==> src/rtl/usb_upstream_arbiter_pkg.sv <==
// Shared widths, state encodings and width helpers for the upstream
// transceiver arbiter.
`ifndef WIDTH_TO_RANGE
`define WIDTH_TO_RANGE(w) ((w)-1):0
`endif
`ifndef CLOG2_WIDTH
`define CLOG2_WIDTH(n) (((n) <= 1) ? 1 : $clog2(n))
`endif

package usb_upstream_arbiter_pkg;

  localparam int REQUEST_SERIAL_DATA_TYPE_WIDTH = 2;
  localparam int RT_W = REQUEST_SERIAL_DATA_TYPE_WIDTH;

  localparam logic [1:0] ST_IDLE  = 2'd0;
  localparam logic [1:0] ST_GRANT = 2'd1;
  localparam logic [1:0] ST_GAP   = 2'd2;

  function automatic int idx_width(input int n);
    return (n <= 1) ? 1 : $clog2(n);
  endfunction

endpackage

==> src/rtl/usb_upstream_arbiter_if.sv <==
// Bundle of PISO-side and transceiver-side handshake signals around the
// upstream arbiter; slave is the arbiter's view, master the surroundings'.
interface usb_upstream_arbiter_if
  import usb_upstream_arbiter_pkg::*;
#(
  parameter int NUM_USB_DEVICES = 2,
  parameter int RT_W_P          = RT_W
);
  logic [`WIDTH_TO_RANGE(NUM_USB_DEVICES)]        piso_serial_data_avail;
  logic [`WIDTH_TO_RANGE(NUM_USB_DEVICES)]        piso_data_out;
  logic [`WIDTH_TO_RANGE(NUM_USB_DEVICES)]        piso_data_val;
  logic [`WIDTH_TO_RANGE(NUM_USB_DEVICES)]        piso_data_last;
  logic [`WIDTH_TO_RANGE(NUM_USB_DEVICES)]        piso_request_serial_data;
  logic [`WIDTH_TO_RANGE(NUM_USB_DEVICES*RT_W_P)] piso_request_serial_data_type;
  logic                                           tr_request_serial_data;
  logic [`WIDTH_TO_RANGE(RT_W_P)]                 tr_request_serial_data_type;
  logic                                           tr_data_out;
  logic                                           tr_data_val;
  logic                                           tr_data_last;
  logic                                           tr_serial_data_avail;

  modport slave (
    input  piso_serial_data_avail, piso_data_out, piso_data_val, piso_data_last,
    input  tr_request_serial_data, tr_request_serial_data_type,
    output piso_request_serial_data, piso_request_serial_data_type,
    output tr_data_out, tr_data_val, tr_data_last, tr_serial_data_avail
  );

  modport master (
    output piso_serial_data_avail, piso_data_out, piso_data_val, piso_data_last,
    output tr_request_serial_data, tr_request_serial_data_type,
    input  piso_request_serial_data, piso_request_serial_data_type,
    input  tr_data_out, tr_data_val, tr_data_last, tr_serial_data_avail
  );
endinterface

==> src/rtl/usb_rr_priority_picker.sv <==
// Combinational round-robin first-set finder: searches req upward from ptr
// with wrap-around and returns the winner as one-hot and as an index.
module usb_rr_priority_picker
  import usb_upstream_arbiter_pkg::*;
#(
  parameter int N     = 2,
  parameter int IDX_W = idx_width(N)
) (
  input  logic [N-1:0]     req,
  input  logic [IDX_W-1:0] ptr,
  output logic [N-1:0]     onehot,
  output logic [IDX_W-1:0] idx,
  output logic             any
);

  logic [2*N-1:0] req2;
  logic [N-1:0]   rot;
  logic [IDX_W:0] offset;
  logic [IDX_W:0] sum;

  // Rotating a doubled copy puts the pointer position at bit 0.
  assign req2 = {req, req};
  assign rot  = N'(req2 >> ptr);

  always_comb begin
    offset = '0;
    any    = 1'b0;
    onehot = '0;
    for (int i = N - 1; i >= 0; i--) begin
      if (rot[i]) begin
        offset = (IDX_W+1)'(i);
        any    = 1'b1;
      end
    end
    sum = {1'b0, ptr} + offset;
    if (sum >= (IDX_W+1)'(N))
      sum = sum - (IDX_W+1)'(N);
    idx = sum[IDX_W-1:0];
    for (int k = 0; k < N; k++)
      onehot[k] = any && (idx == IDX_W'(k));
  end

endmodule

==> src/rtl/usb_upstream_arbiter.sv <==
// Round-robin packet arbiter giving one downstream PISO at a time access to
// the upstream transceiver, with inter-packet gap and stall watchdog.
module usb_upstream_arbiter
  import usb_upstream_arbiter_pkg::*;
#(
  parameter int NUM_USB_DEVICES = 2,
  parameter int IPG_CYCLES      = 4,
  parameter int TIMEOUT_CYCLES  = 255
) (
  input  logic                                     clock,
  input  logic                                     reset,
  usb_upstream_arbiter_if.slave                    bus,
  output logic [`WIDTH_TO_RANGE(NUM_USB_DEVICES)]  grant,
  output logic [`CLOG2_WIDTH(NUM_USB_DEVICES)-1:0] grant_idx,
  output logic                                     busy,
  output logic                                     timeout_pulse
);

  localparam int N     = NUM_USB_DEVICES;
  localparam int IDX_W = `CLOG2_WIDTH(NUM_USB_DEVICES);
  localparam int GAP_W = $clog2(IPG_CYCLES + 2);
  localparam int WD_W  = $clog2(TIMEOUT_CYCLES + 1);

  localparam logic [GAP_W-1:0] GAP_LAST     = GAP_W'((IPG_CYCLES > 0) ? IPG_CYCLES - 1 : 0);
  localparam logic [WD_W-1:0]  WD_LAST      = WD_W'(TIMEOUT_CYCLES - 1);
  localparam logic [IDX_W-1:0] IDX_MAX      = IDX_W'(N - 1);
  localparam logic [1:0]       AFTER_PACKET = (IPG_CYCLES == 0) ? ST_IDLE : ST_GAP;

  logic [1:0]       state;
  logic [IDX_W-1:0] rr_ptr;
  logic [GAP_W-1:0] gap_cnt;
  logic [WD_W-1:0]  wd_cnt;
  logic             seen_val;

  logic [N-1:0]     pick_onehot;
  logic [IDX_W-1:0] pick_idx;
  logic             pick_any;
  logic             g_avail;
  logic             g_val;
  logic             g_last;

  usb_rr_priority_picker #(.N(N), .IDX_W(IDX_W)) picker (
    .req    (bus.piso_serial_data_avail),
    .ptr    (rr_ptr),
    .onehot (pick_onehot),
    .idx    (pick_idx),
    .any    (pick_any)
  );

  // grant is all-zero outside GRANT, so masking with it also blanks the
  // transceiver side during IDLE and GAP.
  assign g_avail = |(bus.piso_serial_data_avail & grant);
  assign g_val   = |(bus.piso_data_val & grant);
  assign g_last  = |(bus.piso_data_last & grant);

  assign bus.tr_data_out          = |(bus.piso_data_out & grant);
  assign bus.tr_data_val          = g_val;
  assign bus.tr_data_last         = g_last;
  assign bus.tr_serial_data_avail = g_avail;
  assign bus.piso_request_serial_data = grant & {N{bus.tr_request_serial_data}};
  assign busy = (state != ST_IDLE);

  always_comb begin
    bus.piso_request_serial_data_type = '0;
    for (int k = 0; k < N; k++)
      if (grant[k])
        bus.piso_request_serial_data_type[k*RT_W +: RT_W] = bus.tr_request_serial_data_type;
  end

  always_ff @(posedge clock or negedge reset) begin
    if (!reset) begin
      state         <= ST_IDLE;
      grant         <= '0;
      grant_idx     <= '0;
      rr_ptr        <= '0;
      gap_cnt       <= '0;
      wd_cnt        <= '0;
      seen_val      <= 1'b0;
      timeout_pulse <= 1'b0;
    end else begin
      timeout_pulse <= 1'b0;
      case (state)
        ST_IDLE: begin
          if (pick_any) begin
            state     <= ST_GRANT;
            grant     <= pick_onehot;
            grant_idx <= pick_idx;
            rr_ptr    <= (pick_idx == IDX_MAX) ? '0 : pick_idx + 1'b1;
            wd_cnt    <= '0;
            seen_val  <= 1'b0;
          end
        end
        ST_GRANT: begin
          // Completion is checked first so a last bit on the timeout cycle wins.
          if (g_val && g_last) begin
            grant   <= '0;
            gap_cnt <= '0;
            state   <= AFTER_PACKET;
          end else if (!g_avail && !seen_val && !g_val && !bus.tr_request_serial_data) begin
            grant <= '0;
            state <= ST_IDLE;
          end else if (g_val || bus.tr_request_serial_data) begin
            wd_cnt   <= '0;
            seen_val <= seen_val | g_val;
          end else if (wd_cnt == WD_LAST) begin
            grant         <= '0;
            gap_cnt       <= '0;
            timeout_pulse <= 1'b1;
            state         <= AFTER_PACKET;
          end else begin
            wd_cnt <= wd_cnt + 1'b1;
          end
        end
        ST_GAP: begin
          if (gap_cnt == GAP_LAST)
            state <= ST_IDLE;
          else
            gap_cnt <= gap_cnt + 1'b1;
        end
        default: state <= ST_IDLE;
      endcase
    end
  end

endmodule
==> src/flat_wrapper.sv <==
// flat-port wrapper written by rule: the top's interface ports become plain ports
module usb_upstream_arbiter_flat import usb_upstream_arbiter_pkg::*;
#(
  parameter int NUM_USB_DEVICES = 2,
  parameter int IPG_CYCLES      = 4,
  parameter int TIMEOUT_CYCLES  = 255
)
  (clock, reset, grant, grant_idx, busy, timeout_pulse, bus_piso_serial_data_avail, bus_piso_data_out, bus_piso_data_val, bus_piso_data_last, bus_tr_request_serial_data, bus_tr_request_serial_data_type, bus_piso_request_serial_data, bus_piso_request_serial_data_type, bus_tr_data_out, bus_tr_data_val, bus_tr_data_last, bus_tr_serial_data_avail);
  usb_upstream_arbiter_if #(.NUM_USB_DEVICES(NUM_USB_DEVICES)) bus_i ();
  input  logic clock;
  input  logic reset;
  output logic [`WIDTH_TO_RANGE(NUM_USB_DEVICES)] grant;
  output logic [`CLOG2_WIDTH(NUM_USB_DEVICES)-1:0] grant_idx;
  output logic busy;
  output logic timeout_pulse;
  input wire logic [$bits(bus_i.piso_serial_data_avail)-1:0] bus_piso_serial_data_avail;
  input wire logic [$bits(bus_i.piso_data_out)-1:0] bus_piso_data_out;
  input wire logic [$bits(bus_i.piso_data_val)-1:0] bus_piso_data_val;
  input wire logic [$bits(bus_i.piso_data_last)-1:0] bus_piso_data_last;
  input wire logic [$bits(bus_i.tr_request_serial_data)-1:0] bus_tr_request_serial_data;
  input wire logic [$bits(bus_i.tr_request_serial_data_type)-1:0] bus_tr_request_serial_data_type;
  output wire logic [$bits(bus_i.piso_request_serial_data)-1:0] bus_piso_request_serial_data;
  output wire logic [$bits(bus_i.piso_request_serial_data_type)-1:0] bus_piso_request_serial_data_type;
  output wire logic [$bits(bus_i.tr_data_out)-1:0] bus_tr_data_out;
  output wire logic [$bits(bus_i.tr_data_val)-1:0] bus_tr_data_val;
  output wire logic [$bits(bus_i.tr_data_last)-1:0] bus_tr_data_last;
  output wire logic [$bits(bus_i.tr_serial_data_avail)-1:0] bus_tr_serial_data_avail;
  assign bus_i.piso_serial_data_avail = bus_piso_serial_data_avail;
  assign bus_i.piso_data_out = bus_piso_data_out;
  assign bus_i.piso_data_val = bus_piso_data_val;
  assign bus_i.piso_data_last = bus_piso_data_last;
  assign bus_i.tr_request_serial_data = bus_tr_request_serial_data;
  assign bus_i.tr_request_serial_data_type = bus_tr_request_serial_data_type;
  assign bus_piso_request_serial_data = bus_i.piso_request_serial_data;
  assign bus_piso_request_serial_data_type = bus_i.piso_request_serial_data_type;
  assign bus_tr_data_out = bus_i.tr_data_out;
  assign bus_tr_data_val = bus_i.tr_data_val;
  assign bus_tr_data_last = bus_i.tr_data_last;
  assign bus_tr_serial_data_avail = bus_i.tr_serial_data_avail;
  usb_upstream_arbiter #(.NUM_USB_DEVICES(NUM_USB_DEVICES), .IPG_CYCLES(IPG_CYCLES), .TIMEOUT_CYCLES(TIMEOUT_CYCLES)) u_core (.clock(clock), .reset(reset), .bus(bus_i), .grant(grant), .grant_idx(grant_idx), .busy(busy), .timeout_pulse(timeout_pulse));
endmodule
==> config.mk <==
export PLATFORM = sky130hd
export DESIGN_NAME = usb_upstream_arbiter_flat
export DESIGN_NICKNAME = d
export VERILOG_FILES = /design/src/rtl/usb_upstream_arbiter_pkg.sv /design/src/rtl/usb_upstream_arbiter_if.sv /design/src/rtl/usb_rr_priority_picker.sv /design/src/rtl/usb_upstream_arbiter.sv /design/src/flat_wrapper.sv
export SDC_FILE = /design/constraint.sdc
export NUM_CORES = 1
export LEC_CHECK = 0
export ABC_AREA = 0
export BUFFER_PORTS_ARGS = -buffer_cell sky130_fd_sc_hd__buf_4
export CAP_MARGIN = 20
export CORE_ASPECT_RATIO = 0.9
export CORE_MARGIN = 3
export CORE_UTILIZATION = 46
export CTS_BUF_LIST = sky130_fd_sc_hd__clkbuf_16
export DETAILED_ROUTE_END_ITERATION = 6
export GPL_ROUTABILITY_DRIVEN = 0
export PLACE_DENSITY = 0.8
export SYNTH_ARGS = -nofsm -noshare
export SYNTH_HDL_FRONTEND = slang
export SYNTH_SLANG_ARGS = --single-unit
==> constraint.sdc <==
create_clock -name clock -period 1.85 [get_ports clock]
set_input_delay 0.185 -clock clock [delete_from_list [all_inputs] [get_ports clock]]
set_output_delay 0.185 -clock clock [all_outputs]
set_load 0.01 [all_outputs]
==> run metrics <==
Sw Pwr ~1 mW; largest net degree at the start of global routing 20; Post-synth EDFFs 0; Pleak ~0.86 nW; Tcrit/Tclk final 100%; clock share of power 17.6%; Cell Area, Synth 0.00123 sq mm; crit path time final 1.85 ns; Worst-Skew Late Latency between 0.2 and 0.3 ns; Die W a little over 60 um; Pwr Total approximately 2.5 mW; post-synth top area share between 30% and 40%; slowest stage delay, CP roughly 0.43 ns; DRT antenna net count 0; Final Non-Filler Cells between 200 and 250; CTS tree yes; crit path launch u_core.state[0]; power per cell area roughly 1400 mW/mm^2; Rows 17; post-layout util between 70% and 80%; initial antenna violation count 0; hold worst-path end u_core.grant[1]; Post-Syn Nets 157; RR Startpoint u_core.state[0]; core region area 0.00251 sq mm; sw frac about 39%; top-count cell post-synth dfrtp_1; DRC Markers 0; placed cells 206; Die Area between 0.003 and 0.004 sq mm; internal power around 1.5 mW; Synth Flop Type dfrtp_1; area grow syn2layout 46.2%; worst ir drop on vdd about 0.00062 V; RR Endpoint u_core.wd_cnt[3]; Logic pwr share between 50% and 60%; Yosys cell types between 40 and 50; Slew Viols, Final 0; main area contributors after synthesis dfrtp_1, ha_1, o21ai_1; first-pass GRT wire length 5430 um; Worst Hold Path Cells 3; Mean Syn Cell Area approximately 9 sq um; fin nets approximately 210; arrival time at the worst endpoint 2.01 ns; GRT Total Usage 21.8%; height of the die about 55 um; most area-hungry cell type in the Yosys netlist dfrtp_1; max_slew headroom 78.6%; post-DR wirelength/cell between 15 and 20 um; CP Class reg -> reg; critical path startpoint category flop; Syn. warnings 0; DPL Wire Length approximately 2400 um; Post-synth top cells dfrtp_1, o21ai_1, nand2_1, a21oi_1, and2_1; outcome finished, violations left; Worst-Margin Slew between 0.3 and 0.4 ns; Hold Crit Start bus_piso_serial_data_avail[1]; via/cell ratio between 6 and 7; Max Clk Rate 540 MHz; Iter 0 DRT Violations 62; port bufs 27; Crit Path Max Fanout 5; grt total ovfl 0; worst setup margin -0.00263 ns; Worst setup EP type flop; CTS HTree Levels 1; setup slack, reg-to-reg -0.003 ns; total number of vias approximately 1300; hold crit path type in -> reg; Initial DRT Pass Iterations 4; layout cells sized above 1 between 30% and 40%; TritonCTS Buffers 3; worst hold margin 0.260 ns; Syn Inst Count around 140; Clock Skew roughly 0.0038 ns; vias in the first global route between 1000 and 1500; FF+latch count, synth 19; Top Family by Delay on Critical Path simple AND/OR/NAND/NOR gates; Clock Path Buffers 2; CP max stage cell or3b_4; Worst-path clk slew ~0.06 ns; Worst Path Buf+Inv 1; Seq/Total Area, Yosys 38.7%; CTS root buffer clkbuf_16; Final Hold Viols 0; RSZ-0062 raised after global routing yes; share of flip-flops with an asynchronous set or reset between 90% and 100%; pre-CTS setup slack -0.0328 ns; Ant. Diodes 0; crit path cell chain inv_2 > ha_4 > or3b_4 > o21ai_2 > a221o_1 > or3b_4 > o31ai_4; CTS sink count 19; part of the power in registers around a quarter; r2r worst-path depth 7; failing checks setup timing; final wirelength approximately 3500 um; Worst Path Required about 2.0 ns; Initial Util about half; CP most frequent cell or3b_4; Final setup viols 1; I/O pin total 28; MaxCap Viol Count 0
==> layout by cell type, fill, tap and decap left out, drive strengths merged, types with 2 or more instances in the layout <==
master  Yosys  routed
o211ai      2       2
and3        2       2
clkbuf      1       3
and2        9       9
o21ai      16      16
inv         7       8
a21oi       9       9
nand4       2       2
nor2        5       5
o22a        3       3
o31ai       5       5
a221oi      2       2
o41ai       2       2
nand3       8       8
ha          7       7
a22o        4       4
nand2      12      12
nand2b      2       2
buf         4      53
or3b        2       2
dfrtp      19      19
==> per-stage QoR <==
step / TNS (ns) / cell area [sq um]
2_1_floorplan: -0.0616 / 1240
3_3_place_gp: 0 / 1590
3_5_place_dp: -0.0739 / 1590
4_1_cts: -0.0232 / 1750
5_1_grt: -0.223 / 1800
6_report: -0.00263 / 1800
==> what timing repair did <==
action                     in CTS  in global routing
hold buffers                    1                  0
gates resized for setup         9                  5
setup endpoints to repair       6                 10
hold endpoints to repair       19                  0
setup buffers                   5                  2
pin swaps                       3                  1
==> state kept, by name, summed over array words and instances (netlist names) <==
signal and flops:
u_core.state 2, u_core.seen_val 1, u_core.gap_cnt 3, u_core.wd_cnt 8, u_core.rr_ptr 1, u_core.grant_idx 1
u_core.timeout_pulse 1, u_core.grant 2
==> worst min-delay path: stages <==
cell     delay [ns]
buf_4          0.14
inv_1          0.07
o41ai_1        0.07
==> layout make-up <==
cell class                      count  area, sq um
Clock inverter                      1         3.75
Inverter                            7         26.3
Tap cell                           28         35.0
Multi-Input combinational cell    106          772
Sequential cell                    19          478
Fill cell                         176          712
Clock buffer                        3         75.1
Timing Repair Buffer               54          408
==> kinds of logic (layout without fill, tap and decap cells) <==
group | count (synthesis) | after routing | synth area share [%]
AOI/OAI and AO/OA | 50 | 50 | 27.9
adders and majority gates | 7 | 7 | 7.12
buffers and inverters | 12 | 65 | 4.27
DFF | 19 | 19 | 38.7
and+or+nand+nor | 49 | 49 | 22.1
==> per-layer routing <==
layer,global-route usage (%),wire length (um)
met5,0,0
met2,37.4,1720
met4,6.86,21
met1,28.3,1570
met3,3.71,216
==> power groups by stage <==
| stage | Sequential, mW | Combinational, mW | Clock [mW] |
|---|---|---|---|
| after floorplan | 0.594 | 0.692 | 0 |
| after global placement | 0.603 | 1.22 | 0 |
| after detailed placement | 0.613 | 1.26 | 0 |
| after CTS | 0.616 | 1.37 | 0.444 |
| after global routing | 0.640 | 1.59 | 0.462 |
| final | 0.626 | 1.44 | 0.444 |
==> worst max path at each step <==
stage | end | slack [ns] | cells after the start
after global routing | u_core.wd_cnt[4] | -0.07 | 7
after floorplan | u_core.wd_cnt[3] | -0.04 | 7
after detailed placement | u_core.wd_cnt[3] | -0.03 | 7
after global placement | u_core.wd_cnt[3] | 0.04 | 7
final | u_core.wd_cnt[3] | -0.003 | 7
after CTS | u_core.wd_cnt[3] | -0.02 | 7
(Power assumes the default switching activity.)
